**config.mk**
```make
export PLATFORM = sky130hd
export DESIGN_NAME = fb_rect_writer_flat
export DESIGN_NICKNAME = d
export VERILOG_FILES = /design/src/rtl/fb_rect_writer_pkg.sv /design/src/rtl/fb_rect_writer_if.sv /design/src/rtl/fb_rect_writer_clip.sv /design/src/rtl/fb_rect_writer.sv /design/src/flat_wrapper.sv
export SDC_FILE = /design/constraint.sdc
export NUM_CORES = 1
export LEC_CHECK = 0
export CAP_MARGIN = 10
export CELL_PAD_IN_SITES_DETAIL_PLACEMENT = 1
export CELL_PAD_IN_SITES_GLOBAL_PLACEMENT = 2
export CORE_ASPECT_RATIO = 1.25
export CORE_MARGIN = 1
export CORE_UTILIZATION = 36
export CTS_BUF_LIST = sky130_fd_sc_hd__clkbuf_8 sky130_fd_sc_hd__clkbuf_16
export DETAILED_ROUTE_END_ITERATION = 8
export GPL_TIMING_DRIVEN = 0
export HOLD_SLACK_MARGIN = 0.15
export PLACE_DENSITY = 0.84
export REMOVE_ABC_BUFFERS = 1
export SETUP_SLACK_MARGIN = 0.3
export SLEW_MARGIN = 15
export SYNTH_ARGS = -nofsm -noshare
export SYNTH_HDL_FRONTEND = slang
export SYNTH_HIERARCHICAL = 1
export SYNTH_SLANG_ARGS = --single-unit
```
**constraint.sdc**
```tcl
create_clock -name I_clk -period 8 [get_ports I_clk]
set_input_delay 1.6 -clock I_clk [delete_from_list [all_inputs] [get_ports I_clk]]
set_output_delay 1.6 -clock I_clk [all_outputs]
set_load 0.03 [all_outputs]
```
**src/rtl/fb_rect_writer_pkg.sv**
```systemverilog
// Shared frame-buffer geometry, FSM states and palette names for the
// rectangle writer and its clip stage.
package fb_pkg;

  localparam int FB_W   = 128;
  localparam int FB_H   = 64;
  localparam int ADDR_W = 13;
  localparam int COL_W  = 2;
  localparam int X_W    = 7;   // log2(FB_W)
  localparam int Y_W    = 6;   // log2(FB_H)

  // Exclusive clip limits, one bit wider than a coordinate.
  localparam logic [X_W:0] X_LIM = (X_W+1)'(FB_W);
  localparam logic [Y_W:0] Y_LIM = (Y_W+1)'(FB_H);

  localparam logic [COL_W-1:0] COL_BG = 2'd0;
  localparam logic [COL_W-1:0] COL_1  = 2'd1;
  localparam logic [COL_W-1:0] COL_2  = 2'd2;
  localparam logic [COL_W-1:0] COL_3  = 2'd3;

  typedef enum logic [1:0] {
    IDLE,
    FILL,
    DONE
  } state_t;

  // FB_W is a power of two, so row*FB_W + col is a plain concatenation.
  function automatic logic [ADDR_W-1:0] fb_addr(input logic [Y_W-1:0] row,
                                                input logic [X_W-1:0] col);
    return {row, col};
  endfunction

endpackage

```
**src/rtl/fb_rect_writer_if.sv**
```systemverilog
// Command handshake plus frame-buffer write port of the rectangle writer.
interface fb_rect_writer_if;
  import fb_pkg::*;

  logic                  I_cmd_valid;
  logic                  O_cmd_ready;
  logic                  I_cmd_clear;
  logic [X_W-1:0]        I_cmd_x;
  logic [Y_W-1:0]        I_cmd_y;
  logic [X_W:0]          I_cmd_w;
  logic [Y_W:0]          I_cmd_h;
  logic [COL_W-1:0]      I_cmd_col;
  logic                  I_stall;
  logic [ADDR_W-1:0]     O_address;
  logic                  O_ie;
  logic [COL_W-1:0]      O_colour;
  logic                  O_busy;
  logic                  O_done;

  modport master (
    output I_cmd_valid, I_cmd_clear, I_cmd_x, I_cmd_y, I_cmd_w, I_cmd_h,
           I_cmd_col, I_stall,
    input  O_cmd_ready, O_address, O_ie, O_colour, O_busy, O_done
  );

  modport slave (
    input  I_cmd_valid, I_cmd_clear, I_cmd_x, I_cmd_y, I_cmd_w, I_cmd_h,
           I_cmd_col, I_stall,
    output O_cmd_ready, O_address, O_ie, O_colour, O_busy, O_done
  );

endinterface

```
**src/rtl/fb_rect_writer_clip.sv**
```systemverilog
// Combinational clip of a fill rectangle to the screen; end coordinates are
// exclusive and one bit wider so x+w / y+h never wrap.
module fb_clip
  import fb_pkg::*;
(
  input  logic             clear,
  input  logic [X_W-1:0]   x,
  input  logic [Y_W-1:0]   y,
  input  logic [X_W:0]     w,
  input  logic [Y_W:0]     h,
  output logic [X_W-1:0]   x0,
  output logic [Y_W-1:0]   y0,
  output logic [X_W:0]     x_end,
  output logic [Y_W:0]     y_end,
  output logic             zero
);

  logic [X_W+1:0] x_sum;
  logic [Y_W+1:0] y_sum;

  // NOTE: every signal assigned in always_comb gets a default on entry, so no
  // path can leave it holding its old value and infer a latch.
  always_comb begin
    x_sum = {2'b00, x} + {1'b0, w};
    y_sum = {2'b00, y} + {1'b0, h};
    x0    = x;
    y0    = y;
    x_end = (x_sum > {1'b0, X_LIM}) ? X_LIM : x_sum[X_W:0];
    y_end = (y_sum > {1'b0, Y_LIM}) ? Y_LIM : y_sum[Y_W:0];
    if (clear) begin
      x0    = '0;
      y0    = '0;
      x_end = X_LIM;
      y_end = Y_LIM;
    end
    zero = (x_end <= {1'b0, x0}) || (y_end <= {1'b0, y0});
  end

endmodule

```
**src/rtl/fb_rect_writer.sv**
```systemverilog
// Rectangle-fill / clear engine: accepts a command, then issues one clipped
// pixel write per unstalled cycle in row-major order.
module fb_rect_writer
  import fb_pkg::*;
(
  input  logic             I_clk,
  input  logic             I_rst,
  fb_rect_writer_if.slave  bus
);

  state_t             state;
  logic [X_W-1:0]     col, x_lo;
  logic [Y_W-1:0]     row;
  logic [X_W:0]       x_end;
  logic [Y_W:0]       y_end;
  logic               last_sent;
  logic               busy, done, ie;
  logic [ADDR_W-1:0]  address;
  logic [COL_W-1:0]   colour;

  logic [X_W-1:0]     c_x0;
  logic [Y_W-1:0]     c_y0;
  logic [X_W:0]       c_xe;
  logic [Y_W:0]       c_ye;
  logic               c_zero;

  fb_clip u_clip (
    .clear (bus.I_cmd_clear),
    .x     (bus.I_cmd_x),
    .y     (bus.I_cmd_y),
    .w     (bus.I_cmd_w),
    .h     (bus.I_cmd_h),
    .x0    (c_x0),
    .y0    (c_y0),
    .x_end (c_xe),
    .y_end (c_ye),
    .zero  (c_zero)
  );

  logic               accept, do_emit, row_end, is_last;
  logic [X_W-1:0]     cur_col, cur_lo, nxt_col;
  logic [Y_W-1:0]     cur_row, nxt_row;
  logic [X_W:0]       cur_xe;
  logic [Y_W:0]       cur_ye;

  assign accept = (state == IDLE) && bus.I_cmd_valid && !busy;

  // On the accept cycle the first pixel comes straight from the clip stage.
  always_comb begin
    cur_col = accept ? c_x0 : col;
    cur_row = accept ? c_y0 : row;
    cur_lo  = accept ? c_x0 : x_lo;
    cur_xe  = accept ? c_xe : x_end;
    cur_ye  = accept ? c_ye : y_end;
    row_end = ({1'b0, cur_col} + (X_W+1)'(1)) == cur_xe;
    is_last = row_end && (({1'b0, cur_row} + (Y_W+1)'(1)) == cur_ye);
    nxt_col = row_end ? cur_lo : cur_col + 1'b1;
    nxt_row = row_end ? cur_row + 1'b1 : cur_row;
    do_emit = !bus.I_stall &&
              ((accept && !c_zero) || (state == FILL && !last_sent));
  end

  // NOTE: sequential state uses non-blocking assignments so every register
  // samples pre-edge values; later assignments in the block override earlier.
  always_ff @(posedge I_clk) begin
    if (I_rst) begin
      state     <= IDLE;
      col       <= '0;
      row       <= '0;
      x_lo      <= '0;
      x_end     <= '0;
      y_end     <= '0;
      last_sent <= 1'b0;
      busy      <= 1'b0;
      done      <= 1'b0;
      ie        <= 1'b0;
      address   <= '0;
      colour    <= '0;
    end else begin
      ie   <= 1'b0;
      done <= 1'b0;
      case (state)
        IDLE: begin
          if (accept) begin
            busy      <= 1'b1;
            colour    <= bus.I_cmd_col;
            x_lo      <= c_x0;
            x_end     <= c_xe;
            y_end     <= c_ye;
            col       <= c_x0;
            row       <= c_y0;
            last_sent <= 1'b0;
            if (c_zero) begin
              state <= DONE;
              done  <= 1'b1;
            end else begin
              state <= FILL;
            end
          end
        end
        FILL: begin
          if (last_sent) begin
            state <= DONE;
            done  <= 1'b1;
          end
        end
        DONE: begin
          state <= IDLE;
          busy  <= 1'b0;
        end
        default: state <= IDLE;
      endcase
      if (do_emit) begin
        ie        <= 1'b1;
        address   <= fb_addr(cur_row, cur_col);
        col       <= nxt_col;
        row       <= nxt_row;
        last_sent <= is_last;
      end
    end
  end

  assign bus.O_cmd_ready = !busy;
  assign bus.O_busy      = busy;
  assign bus.O_done      = done;
  assign bus.O_ie        = ie;
  assign bus.O_address   = address;
  assign bus.O_colour    = colour;

endmodule
```
**src/flat_wrapper.sv**
```systemverilog
// flat-port wrapper written by rule: the top's interface ports become plain ports
module fb_rect_writer_flat import fb_pkg::*;
  (I_clk, I_rst, bus_I_cmd_valid, bus_I_cmd_clear, bus_I_cmd_x, bus_I_cmd_y, bus_I_cmd_w, bus_I_cmd_h, bus_I_cmd_col, bus_I_stall, bus_O_cmd_ready, bus_O_address, bus_O_ie, bus_O_colour, bus_O_busy, bus_O_done);
  fb_rect_writer_if bus_i ();
  input  logic I_clk;
  input  logic I_rst;
  input wire logic [$bits(bus_i.I_cmd_valid)-1:0] bus_I_cmd_valid;
  input wire logic [$bits(bus_i.I_cmd_clear)-1:0] bus_I_cmd_clear;
  input wire logic [$bits(bus_i.I_cmd_x)-1:0] bus_I_cmd_x;
  input wire logic [$bits(bus_i.I_cmd_y)-1:0] bus_I_cmd_y;
  input wire logic [$bits(bus_i.I_cmd_w)-1:0] bus_I_cmd_w;
  input wire logic [$bits(bus_i.I_cmd_h)-1:0] bus_I_cmd_h;
  input wire logic [$bits(bus_i.I_cmd_col)-1:0] bus_I_cmd_col;
  input wire logic [$bits(bus_i.I_stall)-1:0] bus_I_stall;
  output wire logic [$bits(bus_i.O_cmd_ready)-1:0] bus_O_cmd_ready;
  output wire logic [$bits(bus_i.O_address)-1:0] bus_O_address;
  output wire logic [$bits(bus_i.O_ie)-1:0] bus_O_ie;
  output wire logic [$bits(bus_i.O_colour)-1:0] bus_O_colour;
  output wire logic [$bits(bus_i.O_busy)-1:0] bus_O_busy;
  output wire logic [$bits(bus_i.O_done)-1:0] bus_O_done;
  assign bus_i.I_cmd_valid = bus_I_cmd_valid;
  assign bus_i.I_cmd_clear = bus_I_cmd_clear;
  assign bus_i.I_cmd_x = bus_I_cmd_x;
  assign bus_i.I_cmd_y = bus_I_cmd_y;
  assign bus_i.I_cmd_w = bus_I_cmd_w;
  assign bus_i.I_cmd_h = bus_I_cmd_h;
  assign bus_i.I_cmd_col = bus_I_cmd_col;
  assign bus_i.I_stall = bus_I_stall;
  assign bus_O_cmd_ready = bus_i.O_cmd_ready;
  assign bus_O_address = bus_i.O_address;
  assign bus_O_ie = bus_i.O_ie;
  assign bus_O_colour = bus_i.O_colour;
  assign bus_O_busy = bus_i.O_busy;
  assign bus_O_done = bus_i.O_done;
  fb_rect_writer u_core (.I_clk(I_clk), .I_rst(I_rst), .bus(bus_i));
endmodule
```
==> results <==
- The run finished with clean final reports.
- The flip-flop and latch count after synthesis is 56.
- The detail route stage leaves a number of antenna-violating nets equal to 0.
- After routing, the total negative slack on setup checks comes to 0 ns.
- After technology mapping, the gate count stands at approximately 530.
- The critical path starts at bus_I_cmd_x[1].
- The area growth from synthesis to layout is 19.1%.
- The critical path's largest stage delay is 0.61 ns.
- The slowest cell on the critical path is sky130_fd_sc_hd__nor2_4.
- The share of cells above drive strength 1 is 7.36%.
- Counting every sink on the clock net gives 56.
- Row generation in the floorplan step produced between 40 and 50 rows.
- The worst min-delay path category is register to register.
- The number of nets at the end of the flow is around 640.
- The longest clock path from root to sink contains 2 buffers.
- The count of inserted antenna diode cells is 0.
- The synthesized design spends more area on one cell type than any other, namely sky130_fd_sc_hd__dfxtp_1.
- Power comes to 931 uW.
- Summed over all layers, the global routing overflow is 0.
- The first-pass GRT wire length is roughly 20,000 um.
- In this run the horizontal extent of the chip is between 90 and 100 um.
- The final estimated routing congestion in global placement is a little under 0.8.
- The final clock skew is just over 0.004 ns.
- The data required time at the worst endpoint is a little over 8 ns.
- The worst setup path is captured at a register.
- The leakage power is between 1.5 and 2 nW.
- The maximum number of pins on one net before global-route repair is 38.
- Once the floorplan was initialized, standard cells occupied a little under two fifths of the core.
- Input and output buffers added on the ports amount to between 50 and 60.
- The final-report max-slew violation count was 0.
- The register-to-register setup slack is 3.72 ns.
- The die covers ~12,000 um2.
- The layout filler cell count is between 1,000 and 1,500.
- In this run the standard cell core region covers between 10,000 and 15,000 um2.
- In this run the number of H-tree levels came out at 2.
- By area the synthesized netlist is led by sky130_fd_sc_hd__dfxtp_1 26%, sky130_fd_sc_hd__ha_1 8.3%, sky130_fd_sc_hd__nor2_1 5.7%.
- After the first detailed-routing iteration, the DRC count stood at 97.
- Dividing the detail-routed wire length by the instance count gives between 15 and 20 um.
- Gates resized during post-CTS repair numbered 0.
- The post-CTS setup repair buffer count is 0.
- In this run the cell area of the synthesized design comes to between 4000 and 5000 um2.
- In the routed design, unresolved DRC markers number 0.
- The worst hold path startpoint is u_core/bus.O_colour[1]$_SDFFE_PP0P_.
- The number of detailed-routing iterations run before antenna repair is 4.
- Setup repair after global routing left no endpoint under its margin.
- The top cell type by area accounts for 26.5% of the synthesized area.
- The detailed router placed between 3,000 and 4,000 vias in this run.
- The power density over the cells is roughly 180 nW/um2.
- The critical path goes through clkdlybuf4s50_1 > ha_1 > a211oi_1 > o21ai_0 > o211ai_1 > mux2i_2 > o31a_1 > nor2b_1 > ha_1 > nor2b_1 > o211ai_1 > a31oi_1 > nor3_1 > nor2_1 > o22ai_1 > nor4b_1 > o21bai_1 > nor2_4 > and2_1 > a211oi_2 > a211oi_2.
- The number of antenna violations at the first check in global routing was 0.
- Global routing used roughly a fifth of the available tracks across all layers.
- Clock-pin slew was measured on the worst setup and hold paths at about 0.07 ns.
- The final routed wirelength across all metal layers is roughly 12,000 um.
- The later pin in the worst-skew pair is clocked with a latency of approximately 0.29 ns.
- The final instance count without filler cells is 706.
- The maximum fanout count along the critical path is 31.
- The sequential cell area fraction in the yosys report is between 20% and 30%.
- The startpoint identified for the worst register-to-register timing path is u_core/state[0]$_SDFFE_PP0P_.
- The clock tree root driver cell is sky130_fd_sc_hd__clkbuf_16.
- The final period utilization is between 80% and 90%.
- The count of flip-flops with a built-in enable after synthesis is 0.
- For this design, the CTS-stage hold fixing added 0 buffers.
- Yosys mapped the design onto between 60 and 70 distinct sky130hd cell types.
- The achievable frequency is about 0.14 GHz.
- The worst setup path is launched from a primary input.
- From bottom edge to top edge, the die measures 123 um.
- The HPWL after detailed placement is slightly below 9000 um.
- The share of flip-flops with an asynchronous set or reset after synthesis is 0%.
- VDD sags by at most 0.0980 mV.
- The count of maximum capacitance violations is 0.
- The synthesized area per cell is ~7.9 um2.
- TritonCTS built the clock tree.
- During synthesis, Yosys emitted a total of 6 warnings.
- The critical path class is primary input to register.
- The most used flip-flop cell after synthesis is sky130_fd_sc_hd__dfxtp_1.
- At the end of the flow the core is filled with cells to ~45%.
- The number of global-route vias before repair is about 4,100.
- The number of buffers inserted during clock tree synthesis is 5.
- Including well taps, the total number of placed cells is roughly 700.
- The number of hold violations in the final report is 0.
- The time the final worst path needs with I/O delays and setup is around 7 ns.
- The arrival time of data at the critical path endpoint is a little over 7 ns.
- The measured slew at the worst slew-check pin is between 0.7 and 0.8 ns.
- Dividing the detail-routed via count by the number of cells gives about 5.5.
- The normalized max-slew margin is between 40% and 50%.
- The total I/O pin count is 54.
- Setup violations remaining at the end of the flow were counted as 0.
-- sequential cells by signal (all words and copies together) (netlist names), 2 cells and up --
name                  count
u_core/bus.O_address     13
u_core/bus.O_colour       2
u_core/col                7
u_core/row                6
u_core/state              2
u_core/x_end              8
u_core/x_lo               7
u_core/y_end              7
-- layout make-up --
class | count | area (um2) | share of cell area (%)
inverter | 22 | 82.6 | 1.64
multi-input combinational | 426 | 2890 | 57.2
sequential | 56 | 1120 | 22.2
clock buffer | 7 | 153 | 3.03
clock inverter | 1 | 30.0 | 0.595
tap | 135 | 169 | 3.35
timing repair buffer | 59 | 602 | 11.9
-- Yosys cell counts, drive strengths merged (17+ instances only) --
library cell	n
a211oi	20
a21oi	41
clkbuf	17
dfxtp	56
ha	28
inv	22
mux2i	20
nand2	51
nand3	19
nor2	64
nor3	19
xnor2	21
-- metal layers --
layer	wire, um	share of wire [%]	global-route usage [%]
met2	6360	55	40.7
met1	4960	43	22.2
met4	61	0.53	3.08
met5	0	0	0
met3	138	1.2	1.87
-- worst max-delay path: cells and delay by family --
kind,cells,cell delay [ns]
AOI/OAI and AO/OA,10,2.00
muxes,1,0.58
adders and majority gates,2,0.63
and+or+nand+nor,7,1.83
buffers and inverters,1,0.48
-- stage by stage --
stage               hold WS, ns  area, um2  setup slack [ns]
floorplan                 0.430       4080              1.78
global placement          0.443       4780            -0.377
detailed placement        0.455       4850             0.748
CTS                       0.465       5040              1.01
global route              0.490       5040             0.508
finish                    0.459       5040              1.09
-- cells by family (layout without fill, tap and decap cells) --
logic type	after synthesis	count (layout)	share of synthesized area, %
simple gates	215	215	25.0
compound gates	121	121	20.4
flops	56	56	26.5
mux	24	24	5.97
fa+ha+maj	30	30	9.21
xor+xnor	36	36	7.44
buf+inv	51	89	5.55
-- cells in the final DEF (no fill, tap or decap), drive strengths merged, types with 13 or more instances in the layout --
cell type	count
xor2	15
a21oi	41
nand2	51
nand3	19
nor3	19
dfxtp	56
mux2i	20
xnor2	21
ha	28
nand2b	13
a211oi	20
clkdlybuf4s50	52
nor2	64
o21ai	15
inv	22
nor2b	15
-- final timing paths --
kind,endpoint,depth (start not counted)
max reg2reg,u_core/row[3]$_SDFFE_PP0P_,15
min reg2reg,u_core/bus.O_colour[1]$_SDFFE_PP0P_,2
min,u_core/bus.O_colour[1]$_SDFFE_PP0P_,2
max,u_core/row[3]$_SDFFE_PP0P_,21
-- where the power goes --
part           internal, mW  total (mW)  switching, mW  leakage [nW]
clock                 0.165       0.266          0.101        0.0901
combinational         0.147       0.341          0.195          1.41
sequential            0.303       0.323         0.0196         0.457
total                 0.615       0.931          0.315          1.96
Power figures use the tool's default switching activity.
